===== config.mk =====
export PLATFORM = sky130hd
export DESIGN_NAME = rf_multimode
export DESIGN_NICKNAME = d
export VERILOG_FILES = /design/src/rtl/rf_multimode.sv
export SDC_FILE = /design/constraint.sdc
export NUM_CORES = 1
export LEC_CHECK = 0
export BUFFER_PORTS_ARGS = -buffer_cell sky130_fd_sc_hd__clkbuf_2
export CORE_MARGIN = 5
export CORE_UTILIZATION = 25
export CTS_CLUSTER_DIAMETER = 40
export DETAILED_ROUTE_END_ITERATION = 16
export PLACE_DENSITY = 0.38
export RECOVER_POWER = 25
export SETUP_SLACK_MARGIN = 0.2
export SYNTH_ARGS = -nofsm -noshare
export SYNTH_HDL_FRONTEND = slang
export SYNTH_SLANG_ARGS = --single-unit

===== constraint.sdc =====
create_clock -name clk -period 5.9 [get_ports clk]
set_input_delay 0.295 -clock clk [delete_from_list [all_inputs] [get_ports clk]]
set_output_delay 0.295 -clock clk [all_outputs]
set_load 0.005 [all_outputs]

===== src/rtl/rf_multimode.sv =====
`default_nettype none
// ============================================================================
// Module   : rf_multimode
// Brief    : Parametrised general-purpose register file. Two combinational
//            read ports with same-cycle write bypass, one monitor port that
//            shows committed array content at wr_addr, full / low-half /
//            high-half write modes and a per-register busy scoreboard.
// Config   : define RF_ZERO_REG_EN to hardwire register 0 to zero
//            (writes discarded, no bypass, never busy).
// Revision : 1.0 - initial release
// ============================================================================
module rf_multimode #(
  parameter int DATA_W = 32,
  parameter int ADDR_W = 4
) (
  input  logic              clk,
  input  logic              reset,
  input  logic [ADDR_W-1:0] rd_addr1,
  input  logic [ADDR_W-1:0] rd_addr2,
  output logic [DATA_W-1:0] rd_data1,
  output logic [DATA_W-1:0] rd_data2,
  output logic              rd_busy1,
  output logic              rd_busy2,
  input  logic              wr_en,
  input  logic [ADDR_W-1:0] wr_addr,
  input  logic [1:0]        wr_mode,
  input  logic [DATA_W-1:0] wr_data,
  input  logic              rsv_en,
  input  logic [ADDR_W-1:0] rsv_addr,
  output logic [DATA_W-1:0] mon_data,
  output logic              wr_err
);

  localparam int DEPTH = 1 << ADDR_W;
  localparam int HALF  = DATA_W / 2;

  localparam logic [1:0] MODE_FULL = 2'b00;
  localparam logic [1:0] MODE_LO   = 2'b01;
  localparam logic [1:0] MODE_HI   = 2'b10;
  localparam logic [1:0] MODE_ILL  = 2'b11;

`ifdef RF_ZERO_REG_EN
  localparam bit ZERO_REG = 1'b1;
`else
  localparam bit ZERO_REG = 1'b0;
`endif

  // Architectural state
  logic [DATA_W-1:0] mem_q [DEPTH];
  logic [DATA_W-1:0] mem_d [DEPTH];
  logic [DEPTH-1:0]  busy_q;
  logic [DEPTH-1:0]  busy_d;
  logic              wr_err_q;
  logic              wr_err_d;

  // Write-side decode
  logic              wr_illegal;
  logic              wr_commit;
  logic              rsv_take;
  logic [DATA_W-1:0] wr_old;
  logic [DATA_W-1:0] wr_merged;

  // Qualify write and reserve; register 0 swallows both when hardwired.
  always_comb begin
    wr_illegal = wr_en && (wr_mode == MODE_ILL);
    wr_commit  = wr_en && (wr_mode != MODE_ILL) &&
                 !(ZERO_REG && (wr_addr == '0));
    rsv_take   = rsv_en && !(ZERO_REG && (rsv_addr == '0));
  end

  // Merge incoming data with the current register content by write mode.
  always_comb begin
    wr_old = mem_q[wr_addr];
    case (wr_mode)
      MODE_FULL: wr_merged = wr_data;
      MODE_LO:   wr_merged = {wr_old[DATA_W-1:HALF], wr_data[HALF-1:0]};
      MODE_HI:   wr_merged = {wr_data[DATA_W-1:HALF], wr_old[HALF-1:0]};
      default:   wr_merged = wr_data;
    endcase
  end

  // Next-state for array, scoreboard and error flag; reserve is applied
  // last so it wins over a same-cycle writeback clear.
  always_comb begin
    for (int i = 0; i < DEPTH; i++) begin
      mem_d[i] = mem_q[i];
    end
    busy_d   = busy_q;
    wr_err_d = wr_illegal;
    if (wr_commit) begin
      mem_d[wr_addr]  = wr_merged;
      busy_d[wr_addr] = 1'b0;
    end
    if (rsv_take) begin
      busy_d[rsv_addr] = 1'b1;
    end
  end

  // State registers with asynchronous active-low clear.
  always_ff @(posedge clk or negedge reset) begin
    if (!reset) begin
      for (int i = 0; i < DEPTH; i++) begin
        mem_q[i] <= '0;
      end
      busy_q   <= '0;
      wr_err_q <= 1'b0;
    end else begin
      for (int i = 0; i < DEPTH; i++) begin
        mem_q[i] <= mem_d[i];
      end
      busy_q   <= busy_d;
      wr_err_q <= wr_err_d;
    end
  end

  // Read port 1: bypass the merged write value, and hide busy when this
  // cycle's writeback satisfies the operand without a new reservation.
  always_comb begin
    if (wr_commit && (wr_addr == rd_addr1)) begin
      rd_data1 = wr_merged;
    end else begin
      rd_data1 = mem_q[rd_addr1];
    end
    rd_busy1 = busy_q[rd_addr1] &&
               !(wr_commit && (wr_addr == rd_addr1) &&
                 !(rsv_take && (rsv_addr == rd_addr1)));
  end

  // Read port 2: identical behaviour to port 1.
  always_comb begin
    if (wr_commit && (wr_addr == rd_addr2)) begin
      rd_data2 = wr_merged;
    end else begin
      rd_data2 = mem_q[rd_addr2];
    end
    rd_busy2 = busy_q[rd_addr2] &&
               !(wr_commit && (wr_addr == rd_addr2) &&
                 !(rsv_take && (rsv_addr == rd_addr2)));
  end

  // Monitor port shows committed content only, never the bypass path.
  always_comb begin
    mon_data = mem_q[wr_addr];
    wr_err   = wr_err_q;
  end

endmodule
`default_nettype wire


==> reports/results.tsv <==
stage	metric	value	unit
setup_path	critPathKind	input pin to asynchronous set/reset pin	
timing	max_freq	0.2446	GHz
timing	hold_viol	0	
global_route	grt_use_total	20.40	%
global_route	gr-total-overflow	0	
clocking	cts.sinks	529	
placement	io_buffers	152	
floorplan	core.rowCount	133	
floorplan	num_io_pins	153	
power_and_ir_drop	combPwrFrac	23.9	%
power_and_ir_drop	p_int	10.92	mW
placement	place_ws	1939	ps
power_and_ir_drop	p_leak	15.98	nW
yosys	seq_area_frac_synth	40.08	%
setup_path	regToRegStartpoint	mem_q[110]$_DFFE_PN0P_	
route	vias	26500	
global_route	antenna_found_initial	2	
route	wl_met1	64920	µm
placement	gp_congestion	0.7858	
timing	slew_headroom	-136.6	%
yosys	ys_warn_count	0	
clocking	tritoncts	yes	
yosys	syn_inst	3087	
final_layout	multi_input_area	18400	µm²
final_layout	seq_area	13240	µm²
clocking	numCtsBuffers	112	
yosys	netlist_top_cells_area	dfrtp_1 40%, mux4_2 23%, a21oi_1 4.9%	
floorplan	initial_utilization	25.15	%
setup_path	path_cells	dlygate4sd3_1 > buf_8 > clkbuf_2	
floorplan	core-area	131300	µm²
floorplan	die_y	373.5	µm
clocking	post_cts_buffers	0	
setup_path	cp_slowest_cell	clkbuf_2	
yosys	netlist_area	33030	µm²
route	antenna_left	0	
final_layout	n_fill_cell	13520	
yosys	synth_cell_types	55	
run_status	violations	max-capacitance violations, max-slew violations	
route	wl	145600	µm
power_and_ir_drop	clkPwrFrac	42.3	%
clocking	clock-root-buffer	clkbuf_16	
clocking	clk_pin_slew	50	ps
run_status	outcome	finished with violations	
final_layout	drive_gt1_share	28.52	%
timing	finalClockSkew	22.65	ps
clocking	cts_max_level	3	
timing	worst_slew_pin_slew	3548	ps
min_path	hp-start	rsv_en	
clocking	clk_path_buf_depth	3	
yosys	netlist.area_leader.share	40.08	%
clocking	insertion_delay	690	ps
global_route	grt_pass1_wl	208600	µm
setup_path	required	5870	ps
run	maxCapViolCount	3	
timing	post-route-period-util	69.29	%
yosys	synthArstFlopShare	100.0	%
setup_path	cp-start-kind	input pin	
yosys	synth-edff-count	0	
route	met2_length	69030	µm
global_route	grt_max_degree	130	
timing	final_max_slew_viol_count	337	
setup_path	cp-end-kind	asynchronous set/reset pin	
placement	place_hpwl	88720	µm
yosys	syn_avg_cell_area	10.70	µm²
timing	setup-violations-final	0	
yosys	synth_seq_cells	529	
setup_path	cp_max_fo	129	
final_layout	area_growth	19.35	%
setup_path	cp_top_family	buffers and inverters	
power_and_ir_drop	powerDensity	407.2	nW/µm²
setup_path	crit_buf_inv	3	
route	wl_per_cell	29.31	µm
floorplan	floorplan.die_area	139500	µm²
route	first_pass_iters	5	
power_and_ir_drop	seqPwrFrac	33.8	%
timing	rsz0062_at_grt	false	
global_route	grt_pass1_vias	26890	
yosys	synth_flop_cell	dfrtp_1	
power_and_ir_drop	p_sw	5.132	mW
route	drc	0	
route	highest_layer	met5	
power_and_ir_drop	power	16.05	mW
timing	setup_tns	0	ps
yosys	synth_top_area_cell	dfrtp_1	
setup_path	crit_start	reset	
route	drt-initial-drc-count	2398	
timing	timing.final.ws_setup	1812	ps
route	viasPerCell	5.335	
power_and_ir_drop	vdd.ir_drop.worst	215.5	µV
floorplan	die_w	373.5	µm
setup_path	crit_arrival	4050	ps
route	route.met3.wl	8129	µm
timing	finalCriticalPeriod	4088	ps
final_layout	nNetsFinal	3174	
setup_path	crit_path_max_incr_delay	2450	ps
power_and_ir_drop	swShare	31.97	%
yosys	synth_fp_nets	3144	
min_path	hold_path.class	input pin to flip-flop	
cell usage in the layout, fill, tap and decap left out, types with 9 or more instances in the layout:
master	n
dfrtp_1	529
nor2_1	356
nand2_1	336
mux4_2	330
a21oi_1	326
o21ai_0	198
a22oi_1	185
clkbuf_2	142
mux2i_1	129
clkbuf_16	115
buf_4	77
o21ai_1	43
a21oi_2	40
mux2_2	32
a22o_1	27
and3_1	21
bufinv_16	19
inv_6	18
inv_1	15
a31oi_1	15
nand3_1	14
clkbuf_1	14
o22ai_1	13
o21a_1	13
clkinv_2	13
nor2_4	12
o211a_2	12
o21a_2	12
clkinvlp_4	12
clkinv_4	12
nor3_1	9
xor2_1	9
a22oi_2	9
worst register-to-register path: cells and delay by family (launching register included):
family,cells,cell delay (ps)
flip-flops,1,410
multiplexers,1,520
AO/OA/AOI/OAI,3,1320
worst paths after layout:
check / slack (ps) / cells past startpoint / end
max in group clk: 1880 / 9 / rd_data1[0]
worst min-delay path: 80 / 3 / busy_q[15]$_DFF_PN0_
worst max-delay path: 1810 / 3 / mem_q[239]$_DFFE_PN0P_
worst max register to register: 3480 / 4 / mem_q[462]$_DFFE_PN0P_
worst min register to register: 500 / 2 / busy_q[10]$_DFF_PN0_
min in group asynchronous: 180 / 2 / mem_q[322]$_DFFE_PN0P_
cell families (layout without fill, tap and decap cells):
kind of cell    count (synthesis)  after routing  share of synthesized area, %
compound gates                907            907                         16.94
simple gates                  807            807                         9.964
flops                         529            529                         40.08
mux                           491            491                         27.51
buf+inv                       334            459                         4.974
xor+xnor                       16             16                        0.4243
fa+ha+maj                       3              3                        0.1137
other cells                     0              1                             0
flip-flops by register name, summed over array words and instances (netlist names):
register  cells
wr_err        1
mem_q       512
busy_q       16
metrics by stage:
step	instance area [µm²]	instances	util (%)	hold WS, ps
5_1_grt	39410	4967	30.02	105.5
4_1_cts	39460	4967	30.05	34.19
2_1_floorplan	33030	3087	-	-0.5911
3_3_place_gp	35390	4753	26.95	344.0
3_5_place_dp	35390	4753	26.95	346.8
6_report	39420	4968	30.02	83.40
power groups by stage:
stage	clock network [mW]	registers, mW	logic (mW)
after global routing	7.07	5.56	4.21
after global placement	0	5.47	3.84
after CTS	6.91	5.41	3.87
after detailed placement	0	5.46	3.85
final	6.78	5.43	3.84
after floorplan	0	5.11	2.78
cell usage after synthesis, types with 9 or more instances:
cell and count:
clkbuf_1 151, a21oi_2 40, nand2_1 339, a21oi_1 326, nor3_1 11, o211a_2 12
nor2_1 369, o22ai_1 13, inv_1 15, buf_1 18, a31oi_1 15, nor2b_1 13
a22oi_2 9, a22o_1 27, xor2_1 9, o21a_2 12, and3_1 21, a22oi_1 185
nand3_1 15, o21ai_1 43, mux2_2 32, mux4_2 330, o21ai_0 198, o21a_1 13
dfrtp_1 529, buf_6 15, mux2i_1 129, buf_2 92, buf_4 42
repair_timing:
item | CTS | global route
hold endpoints to repair | 76 | 0
hold buffers | 5 | 0
resized for setup | 0 | 0
per-layer routing:
layer	up-vias	track usage, %
met5	-	0
met4	2	5.725
met3	190	3.445
met2	868	33.32
met1	13820	28.00
li1	11630	-
area by class of cell:
cell class              instances  area share, %
repair buffers                235          3.800
multi-input cells            2224          46.69
inverters                      15         0.1428
clock inverters                74          2.508
flip-flops and latches        529          33.59
well taps                    1755          5.571
clock buffers                 135          7.695
diodes                          1       0.006349
(Power assumes the default switching activity.)
